File: src/rtl/mul_wb_queue_pkg.sv
// mul_wb_pkg: shared types for the multiply completion/writeback queue.
// Widths come from the machine-level macros M_WIDTH, LG_ROB_ENTRIES and
// LG_PRF_ENTRIES. Fallback values are used when machine.vh has not defined them.
// Contents:
//   MUL_WB_DEPTH   - default number of completion-buffer entries
//   Y_W/ROB_W/PRF_W - field widths
//   mul_wb_entry_t - one buffered multiply result
`ifndef M_WIDTH
`define M_WIDTH 64
`endif
`ifndef LG_ROB_ENTRIES
`define LG_ROB_ENTRIES 6
`endif
`ifndef LG_PRF_ENTRIES
`define LG_PRF_ENTRIES 7
`endif

package mul_wb_pkg;
    localparam int MUL_WB_DEPTH = 4;
    localparam int Y_W          = `M_WIDTH;
    localparam int ROB_W        = `LG_ROB_ENTRIES;
    localparam int PRF_W        = `LG_PRF_ENTRIES;

    typedef struct packed {
        logic [Y_W-1:0]   y;
        logic [ROB_W-1:0] rob_ptr;
        logic             prf_val;
        logic [PRF_W-1:0] prf_ptr;
    } mul_wb_entry_t;
endpackage

File: src/rtl/mul_wb_queue_if.sv
// mul_wb_queue_if: the bus between the scheduler, the multiplier and the
// writeback port on one side, and the completion queue on the other.
//   issue_go / can_issue       - scheduler issue and credit grant
//   mul_complete, mul_*        - multiplier result, valid for one cycle
//   wb_valid / wb_ready, wb_*  - head-of-queue handshake to the PRF writeback
// Modports:
//   slave  - the queue
//   master - the surrounding pipeline (or a testbench)
interface mul_wb_queue_if;
    import mul_wb_pkg::*;

    logic             issue_go;
    logic             can_issue;
    logic             mul_complete;
    logic [Y_W-1:0]   mul_y;
    logic [ROB_W-1:0] mul_rob_ptr;
    logic             mul_prf_val;
    logic [PRF_W-1:0] mul_prf_ptr;
    logic             wb_valid;
    logic             wb_ready;
    logic [Y_W-1:0]   wb_y;
    logic [ROB_W-1:0] wb_rob_ptr;
    logic             wb_prf_val;
    logic [PRF_W-1:0] wb_prf_ptr;

    modport slave (
        input  issue_go, mul_complete, mul_y, mul_rob_ptr, mul_prf_val, mul_prf_ptr, wb_ready,
        output can_issue, wb_valid, wb_y, wb_rob_ptr, wb_prf_val, wb_prf_ptr
    );

    modport master (
        output issue_go, mul_complete, mul_y, mul_rob_ptr, mul_prf_val, mul_prf_ptr, wb_ready,
        input  can_issue, wb_valid, wb_y, wb_rob_ptr, wb_prf_val, wb_prf_ptr
    );
endinterface

File: src/rtl/mul_wb_queue_wb_fifo.sv
// wb_fifo: generic synchronous FIFO.
// Parameters:
//   T     - entry type
//   DEPTH - number of entries, power of two, >= 2
// Ports:
//   clk, reset (sync, active-high)
//   push/din      - write request
//   pop           - read request
//   dout          - current head entry
//   full, empty, count
// Behaviour:
//   - A pop on an empty FIFO is ignored.
//   - A push on a full FIFO is accepted only if a pop frees the slot in the
//     same cycle; otherwise it is dropped.
//   - Reset clears the storage, so dout reads zero after reset.
module wb_fifo #(
    parameter type T     = logic,
    parameter int  DEPTH = 4,
    localparam int AW    = $clog2(DEPTH),
    localparam int CW    = $clog2(DEPTH + 1)
) (
    input  logic          clk,
    input  logic          reset,
    input  logic          push,
    input  T              din,
    input  logic          pop,
    output T              dout,
    output logic          full,
    output logic          empty,
    output logic [CW-1:0] count
);
    T              mem [DEPTH];
    logic [AW-1:0] rd_ptr, wr_ptr;
    logic          do_pop, do_push;

    assign empty   = (count == '0);
    assign full    = (count == CW'(DEPTH));
    assign do_pop  = pop & ~empty;
    assign do_push = push & (~full | do_pop);
    assign dout    = mem[rd_ptr];

    always_ff @(posedge clk) begin
        if (reset) begin
            rd_ptr <= '0;
            wr_ptr <= '0;
            count  <= '0;
            for (int i = 0; i < DEPTH; i++) mem[i] <= '0;
        end else begin
            if (do_push) begin
                mem[wr_ptr] <= din;
                wr_ptr      <= wr_ptr + AW'(1);
            end
            if (do_pop) rd_ptr <= rd_ptr + AW'(1);
            case ({do_push, do_pop})
                2'b10:   count <= count + CW'(1);
                2'b01:   count <= count - CW'(1);
                default: count <= count;
            endcase
        end
    end
endmodule

File: src/rtl/mul_wb_queue.sv
// mul_wb_queue: completion buffer behind the non-stallable multiply pipeline.
// Every completing result is captured in a small FIFO. The FIFO head is
// offered to the shared PRF writeback port. Issue of new multiply ops is
// gated by a credit check, so a completion always finds a free slot.
// Parameters:
//   DEPTH - FIFO entries, power of two, >= 2
//   LAT   - multiplier register depth; only used by the checks
// Ports:
//   clk, reset (sync, active-high)
//   bus       - mul_wb_queue_if.slave (issue, completion, writeback)
//   occupancy - entries currently held
//   overflow  - sticky; a result arrived while full with no pop
// Build option:
//   MUL_WB_BYPASS_EN - when the queue is empty, a completing result is
//   presented on wb_* in the same cycle. It skips the FIFO if accepted.
module mul_wb_queue
    import mul_wb_pkg::*;
#(
    parameter int  DEPTH = MUL_WB_DEPTH,
    parameter int  LAT   = 4,
    localparam int CW    = $clog2(DEPTH + 1)
) (
    input  logic                 clk,
    input  logic                 reset,
    mul_wb_queue_if.slave        bus,
    output logic [CW-1:0]        occupancy,
    output logic                 overflow
);
    mul_wb_entry_t din, head, wb_sel;
    logic [CW-1:0] count, inflight;
    logic          full, empty, bypass, push, pop;

    assign din = '{y:       bus.mul_y,
                   rob_ptr: bus.mul_rob_ptr,
                   prf_val: bus.mul_prf_val,
                   prf_ptr: bus.mul_prf_ptr};

`ifdef MUL_WB_BYPASS_EN
    assign bypass = empty & bus.mul_complete;
`else
    assign bypass = 1'b0;
`endif

    // Without bypass, wb_valid comes only from registered FIFO state.
    assign bus.wb_valid   = ~empty | bypass;
    assign pop            = ~empty & bus.wb_ready;
    // A bypassed result that is accepted immediately never enters the FIFO.
    assign push           = bus.mul_complete & ~(bypass & bus.wb_ready);

    assign wb_sel         = bypass ? din : head;
    assign bus.wb_y       = wb_sel.y;
    assign bus.wb_rob_ptr = wb_sel.rob_ptr;
    assign bus.wb_prf_val = wb_sel.prf_val;
    assign bus.wb_prf_ptr = wb_sel.prf_ptr;
    assign occupancy      = count;

    // Credits come from registers only: slots held plus results still in the
    // pipe. The sum is one bit wider, so it cannot wrap.
    assign bus.can_issue  = ({1'b0, count} + {1'b0, inflight}) < (CW+1)'(DEPTH);

    wb_fifo #(.T(mul_wb_entry_t), .DEPTH(DEPTH)) u_fifo (
        .clk   (clk),
        .reset (reset),
        .push  (push),
        .din   (din),
        .pop   (pop),
        .dout  (head),
        .full  (full),
        .empty (empty),
        .count (count)
    );

    always_ff @(posedge clk) begin
        if (reset) begin
            inflight <= '0;
            overflow <= 1'b0;
        end else begin
            // A completion with nothing in flight comes from illegal stimulus.
            // In that case inflight holds at zero instead of wrapping.
            case ({bus.issue_go, bus.mul_complete})
                2'b10:   inflight <= inflight + CW'(1);
                2'b01:   inflight <= (inflight != '0) ? inflight - CW'(1) : inflight;
                default: inflight <= inflight;
            endcase
            if (bus.mul_complete & full & ~pop) overflow <= 1'b1;
        end
    end

    always_ff @(posedge clk) begin
        if (!reset) begin
            assert (!(bus.issue_go && !bus.can_issue));
            assert (int'(inflight) <= LAT + 1);
        end
    end
endmodule

File: src/flat_wrapper.sv
// flat-port wrapper written by rule: the top's interface ports become plain ports
module mul_wb_queue_flat import mul_wb_pkg::*;
#(
    parameter int  DEPTH = MUL_WB_DEPTH,
    parameter int  LAT   = 4,
    localparam int CW    = $clog2(DEPTH + 1)
)
  (clk, reset, occupancy, overflow, bus_issue_go, bus_mul_complete, bus_mul_y, bus_mul_rob_ptr, bus_mul_prf_val, bus_mul_prf_ptr, bus_wb_ready, bus_can_issue, bus_wb_valid, bus_wb_y, bus_wb_rob_ptr, bus_wb_prf_val, bus_wb_prf_ptr);
  mul_wb_queue_if bus_i ();
  input  logic clk;
  input  logic reset;
  output logic [CW-1:0] occupancy;
  output logic overflow;
  input wire logic [$bits(bus_i.issue_go)-1:0] bus_issue_go;
  input wire logic [$bits(bus_i.mul_complete)-1:0] bus_mul_complete;
  input wire logic [$bits(bus_i.mul_y)-1:0] bus_mul_y;
  input wire logic [$bits(bus_i.mul_rob_ptr)-1:0] bus_mul_rob_ptr;
  input wire logic [$bits(bus_i.mul_prf_val)-1:0] bus_mul_prf_val;
  input wire logic [$bits(bus_i.mul_prf_ptr)-1:0] bus_mul_prf_ptr;
  input wire logic [$bits(bus_i.wb_ready)-1:0] bus_wb_ready;
  output wire logic [$bits(bus_i.can_issue)-1:0] bus_can_issue;
  output wire logic [$bits(bus_i.wb_valid)-1:0] bus_wb_valid;
  output wire logic [$bits(bus_i.wb_y)-1:0] bus_wb_y;
  output wire logic [$bits(bus_i.wb_rob_ptr)-1:0] bus_wb_rob_ptr;
  output wire logic [$bits(bus_i.wb_prf_val)-1:0] bus_wb_prf_val;
  output wire logic [$bits(bus_i.wb_prf_ptr)-1:0] bus_wb_prf_ptr;
  assign bus_i.issue_go = bus_issue_go;
  assign bus_i.mul_complete = bus_mul_complete;
  assign bus_i.mul_y = bus_mul_y;
  assign bus_i.mul_rob_ptr = bus_mul_rob_ptr;
  assign bus_i.mul_prf_val = bus_mul_prf_val;
  assign bus_i.mul_prf_ptr = bus_mul_prf_ptr;
  assign bus_i.wb_ready = bus_wb_ready;
  assign bus_can_issue = bus_i.can_issue;
  assign bus_wb_valid = bus_i.wb_valid;
  assign bus_wb_y = bus_i.wb_y;
  assign bus_wb_rob_ptr = bus_i.wb_rob_ptr;
  assign bus_wb_prf_val = bus_i.wb_prf_val;
  assign bus_wb_prf_ptr = bus_i.wb_prf_ptr;
  mul_wb_queue #(.DEPTH(DEPTH), .LAT(LAT)) u_core (.clk(clk), .reset(reset), .bus(bus_i), .occupancy(occupancy), .overflow(overflow));
endmodule
File: config.mk
export PLATFORM = sky130hd
export DESIGN_NAME = mul_wb_queue_flat
export DESIGN_NICKNAME = d
export VERILOG_FILES = /design/src/rtl/mul_wb_queue_pkg.sv /design/src/rtl/mul_wb_queue_if.sv /design/src/rtl/mul_wb_queue_wb_fifo.sv /design/src/rtl/mul_wb_queue.sv /design/src/flat_wrapper.sv
export SDC_FILE = /design/constraint.sdc
export NUM_CORES = 1
export LEC_CHECK = 0
export BUFFER_PORTS_ARGS = -buffer_cell sky130_fd_sc_hd__buf_4
export CORE_UTILIZATION = 54
export DETAILED_ROUTE_END_ITERATION = 12
export GPL_ROUTABILITY_DRIVEN = 1
export HOLD_SLACK_MARGIN = 0.05
export PLACE_DENSITY = 0.75
export SLEW_MARGIN = 20
export SYNTH_ARGS = -nofsm -noshare
export SYNTH_HDL_FRONTEND = slang
export SYNTH_HIERARCHICAL = 1
export SYNTH_SLANG_ARGS = --single-unit
File: constraint.sdc
create_clock -name clk -period 5.9 [get_ports clk]
set_clock_uncertainty 0.15 [all_clocks]
set_input_delay 0.59 -clock clk [delete_from_list [all_inputs] [get_ports clk]]
set_output_delay 0.59 -clock clk [all_outputs]
set_load 0.005 [all_outputs]
; ---- Word level (Yosys, flattened, before mapping)
; Memories as Yosys holds them, arrays and structs flattened. A register that Yosys moved wholly into a read port is not among the register bits.
; Index checks and enable logic that the tools add are counted.
[classes]
mux = 13
n_eq_ne = 6
addsub = 7
reduce_logical = 6
n_bitwise = 9
order_cmp = 1
[op_table]
columns = cell, count
row1 = $mux 78, 1
row2 = $reduce_or 78->1, 1
row3 = $pmux 3 s2, 2
row4 = $add 3x1->3 const B, 2
row5 = $mux 1, 6
row6 = $mux 2, 3
row7 = $sub 3x1->3 const B, 2
row8 = $and 1x1->1, 5
row9 = $add 2x1->2 const B, 2
row10 = $add 3x3->4, 1
row11 = $eq 2x1->1 const B, 2
row12 = $eq 2x2->1 const B, 2
row13 = $lt 4x3->1 const B, 1
row14 = $reduce_bool 2->1, 2
row15 = $eq 3x3->1 const B, 1
row16 = $logic_not 3->1, 1
row17 = $mux 3, 1
row18 = $not 1->1, 3
row19 = $reduce_bool 3->1, 1
row20 = $ne 2x1->1 const B, 1
row21 = $reduce_and 2->1, 1
row22 = $or 1x1->1, 1
[word_totals]
memories = 1
input_bits = 83
out_inout_bits = 84
ramBits = 312
regBits = 11
word_cells = 48
[mem_list]
columns = memory, words, width, read_ports, rd_clocked_by_memory_dff, wr, line
row1 = u_core.u_fifo.mem, 4, 78, 1, 1, 4, mul_wb_queue_wb_fifo.sv:32  ; T mem [DEPTH];

; ---- Longest topological paths before layout
[depth]
word_depth = 11
depth_mapped = 10
ltp_nobuf = 9

; ---- Modules after synthesis
; The synthesis kept the hierarchy.
[by_module_without_submodules]
columns = mod, seq_area_each_um2, area_each_um2, cells_each, n_inst
row1 = wb_fifo, 9549.2, 13890.8, 811, 1
row2 = mul_wb_queue, 80.1, 299.0, 32, 1

; ---- Worst setup path before layout
; Ideal clock, no wire load.
[synth_path]
path_kind = reg-to-reg
start = reg u_core.u_fifo.count[0]
end = mem u_core/u_fifo/mem[1][0] (netlist bit), enable pin
path_slack_ns = 0.452
synth_period_minus_slack_ns = 5.448
setup_ns = 0.530
path_buffers = 1
path_stages_with_launch = 8
t_required_ns = 5.220
arrival_time_ns = 4.768
cell_sequence = dfxtp_1 > buf_2 > nor3_1 > nand2b_1 > inv_1 > or4b_4 > nand3_1 > o21bai_1
[synth_lines]
columns = element, line
row1 = start: declaration, mul_wb_queue_wb_fifo.sv:30  ; output logic [CW-1:0] count
row2 = start signal: assignment, mul_wb_queue_wb_fifo.sv:55  ; 2'b10: count <= count + CW'(1);
row3 = start signal: assignment, mul_wb_queue_wb_fifo.sv:56  ; 2'b01: count <= count - CW'(1);
row4 = start signal: assignment, mul_wb_queue_wb_fifo.sv:57  ; default: count <= count;
row5 = end: declaration, mul_wb_queue_wb_fifo.sv:32

==> results.cfg <==
[floorplanning]
start_util = 0.5571
die-width_um = 164.1
placementRows = 58
io_pins = 167
dieArea_um2 = 26930
core-area_um2 = 25470
die_h_um = 164.1

[global_route]
grt_pass1_vias = 7926
grt_use_total = 0.2213
antenna_found_initial = 0
overflow = 0
grt_pass1_wl_um = 44200
grt_max_degree = 79

[logic_synthesis]
yosysTopAreaCell = edfxtp_1
synth_area_um2 = 14190
ys_seq_area_frac = 0.6786
synth-simple-area-share = 0.1569
synth_top_area_frac = 0.6603
synth_fa_ha_area_frac = 0.004056
synth_common_cells = and2_1, edfxtp_1, mux4_2
synth_warnings = 6
synth_area_leaders = edfxtp_1, and2_1, mux4_2, dfxtp_1, buf_6
syn_nets = 930
async_flop_share = 0
ys_ff_latch = 325
synth-xor-area-share = 0.004938
syn_avg_cell_area_um2 = 16.83
synthMuxAreaShare = 0.1246
synth_top_family_by_area = simple AND/OR/NAND/NOR gates
yosys_most_used_dff = edfxtp_1
synth_edf_count = 312
synth_compound_area_frac = 0.008641
synth_cells = 843
ys_types = 46

[power]
clkPwrFrac = 0.389
leakagePower_nw = 6.366
p_sw_mw = 1.145
p_seq_frac = 0.515
comb_power_share = 0.096
switching_share = 0.2124
p_int_mw = 4.247
ir_drop_uv = 233.3
power_density_nw_per_um2 = 320.5

[sta]
grt_setup_unrepaired = false
hold_viol = 0
relSlewSlack = 0.2615
fin_crit_sh = 0.5925
setup_viol = 0
period_needed_ns = 3.496
fmax_ghz = 0.2860
setup_tns_ns = 0
drv_slew = 0
worst_pin_slew_ns = 1.108
worst_slack_ns = 2.404

[worst_hold_path]
hold_path_depth = 2
hold_path_end = u_core/u_fifo/mem[1][11]$_SDFFCE_PN0P_
holdCritStartpoint = bus_mul_rob_ptr[3]
min_path_type = in -> reg

[worst_setup_path]
crit_chain = buf_4, mux4_2, buf_4
worstReg2RegEnd = u_core/u_fifo/mem[0][4]$_SDFFCE_PN0P_
cp-end-kind = output pin
crit_type = reg -> out
start_kind = register
cp.arrival_ns = 2.76
cpMostUsedCell = buf_4
cpLargestDelayFamily = flip-flops
r2r_slack_ns = 2.77
path_buf_inv = 2
r2r_cells = 8
path_max_fanout = 36
cpMaxStageDelayCell = dfxtp_4
worstReg2RegStart = u_core/u_fifo/count[0]$_SDFFE_PP0P_
max_stage_delay_ns = 0.87
critPathRequiredTime_ns = 5.16

[placed_design]
io_buffers = 166
post-dp-hpwl_um = 16150
pre_cts_ws_ns = 2.697
post_dp_cell_area_um2 = 15730
gp_congestion = 0.7450

[final_layout]
nNetsFinal = 1094
design_area_um2 = 16820
final-seq-area_um2 = 9637
n_antenna_cell = 0
multi_input_area_um2 = 4303
fillers = 1800
area_growth_pct = 18.54
drive_above_1_share = 0.3149

[clocking]
ctsHtreeMaxLevel = 2
clock_path_buffers = 3
ctsResizeCount = 0
clk_pin_slew_worst_paths_ns = 0.06
clk-insertion-delay-late_ns = 0.50
clock-sinks = 325
holdBufCountCts = 0
cts_root_buf = clkbuf_16
numCtsBuffers = 35
cts_setup_buffers = 0
cts_tree = yes

[job]
maxCapViolations = 0

[drt]
drt_iter0_markers = 482
wire_per_inst_um = 21.08
ant_nets = 0
viasPerCell = 5.545
vias = 7535
wl_um = 28650
firstDrtPassIters = 5
drc = 0

[status]
outcome = completed
-- worst reg2reg max path, stage by stage, from the launching register on --
cell,delay [ns]
dfxtp_1,0.50
nor3_1,0.10
nand2b_1,0.17
inv_1,0.16
or4b_4,0.20
nand3b_4,0.13
nor3_4,0.16
or2_4,0.75
buf_4,0.47
-- kinds of logic after synthesis --
group,Yosys count
adder cells (fa/ha/maj),4
buffers and inverters,59
AO/OA/AOI/OAI,15
multiplexers,79
flip-flops,325
XOR/XNOR,8
AND/OR/NAND/NOR,353
-- placed cells by master, fill, tap and decap left out, drive strengths merged, types with 2 or more instances in the layout --
cell type  instances
bufinv             3
edfxtp           312
and2b              2
clkinv            14
xor2               6
dfxtp             13
nor2              11
a31oi              2
ha                 3
clkbuf            42
and2             312
nor2b              3
mux4              78
buf              180
a211oi             3
nand2b             3
o21bai             2
or2                3
nor3               3
nand3              4
and3               2
nand2              3
inv                6
xnor2              2
nand3b             3
-- metrics by stage --
stage	power (mW)	hold slack, ns	util	cells
finish	5.392	0.2350	0.6604	1359
global route	5.573	0.2231	0.6604	1359
CTS	5.437	0.2171	0.6604	1359
detailed placement	3.352	0.3297	0.6174	1300
global placement	3.334	0.3153	0.6174	1300
floorplan	3.090	0.3105	-	843
-- power by group through the flow --
stage | Clock, mW | Combinational (mW) | Sequential [mW]
floorplan | 0 | 0.282 | 2.81
global placement | 0 | 0.517 | 2.82
detailed placement | 0 | 0.523 | 2.83
CTS | 2.13 | 0.525 | 2.78
global route | 2.22 | 0.561 | 2.80
finish | 2.10 | 0.516 | 2.78
-- registers in the layout (all words and copies together) (netlist names), named ones only --
| register | cells |
|---|---|
| u_core/overflow | 1 |
| u_core/u_fifo/mem | 312 |
| u_core/inflight | 3 |
| u_core/u_fifo/count | 3 |
| u_core/u_fifo/rd_ptr | 2 |
| u_core/u_fifo/wr_ptr | 2 |
-- routing by layer --
| layer | global-route usage | vias to the layer above | wire, µm |
|---|---|---|---|
| li1 | - | 3441 | - |
| met1 | 0.3039 | 3808 | 11950 |
| met2 | 0.3677 | 241 | 14360 |
| met3 | 0.03737 | 45 | 1788 |
| met4 | 0.06019 | 0 | 547 |
| met5 | 0 | - | 0 |
-- how the worst max path moves through the flow --
stage / start / to / slack [ns] / cells after the start
6_report: register / bus_wb_y[9] / 2.40 / 3
5_1_grt: register / bus_wb_y[9] / 2.22 / 3
4_1_cts: register / bus_wb_y[9] / 2.29 / 3
3_5_place_dp: u_core/u_fifo/count[2]$_SDFFE_PP0P_ / u_core/u_fifo/mem[0][67]$_SDFFCE_PN0P_ / 2.70 / 8
3_3_place_gp: bus_wb_ready / u_core/u_fifo/mem[0][67]$_SDFFCE_PN0P_ / 2.82 / 8
2_1_floorplan: u_core/u_fifo/count[0]$_SDFFE_PP0P_ / u_core/u_fifo/mem[1][0]$_SDFFCE_PN0P_ / 0.45 / 7
-- cell type report --
type | instances | share of cell area
repair buffers | 180 | 0.08033
clock buffers | 42 | 0.05616
inverters | 6 | 0.001339
multi-input cells | 459 | 0.2558
clock inverters | 17 | 0.008926
well taps | 330 | 0.02455
flip-flops and latches | 325 | 0.5729
(Power assumes the default switching activity.)
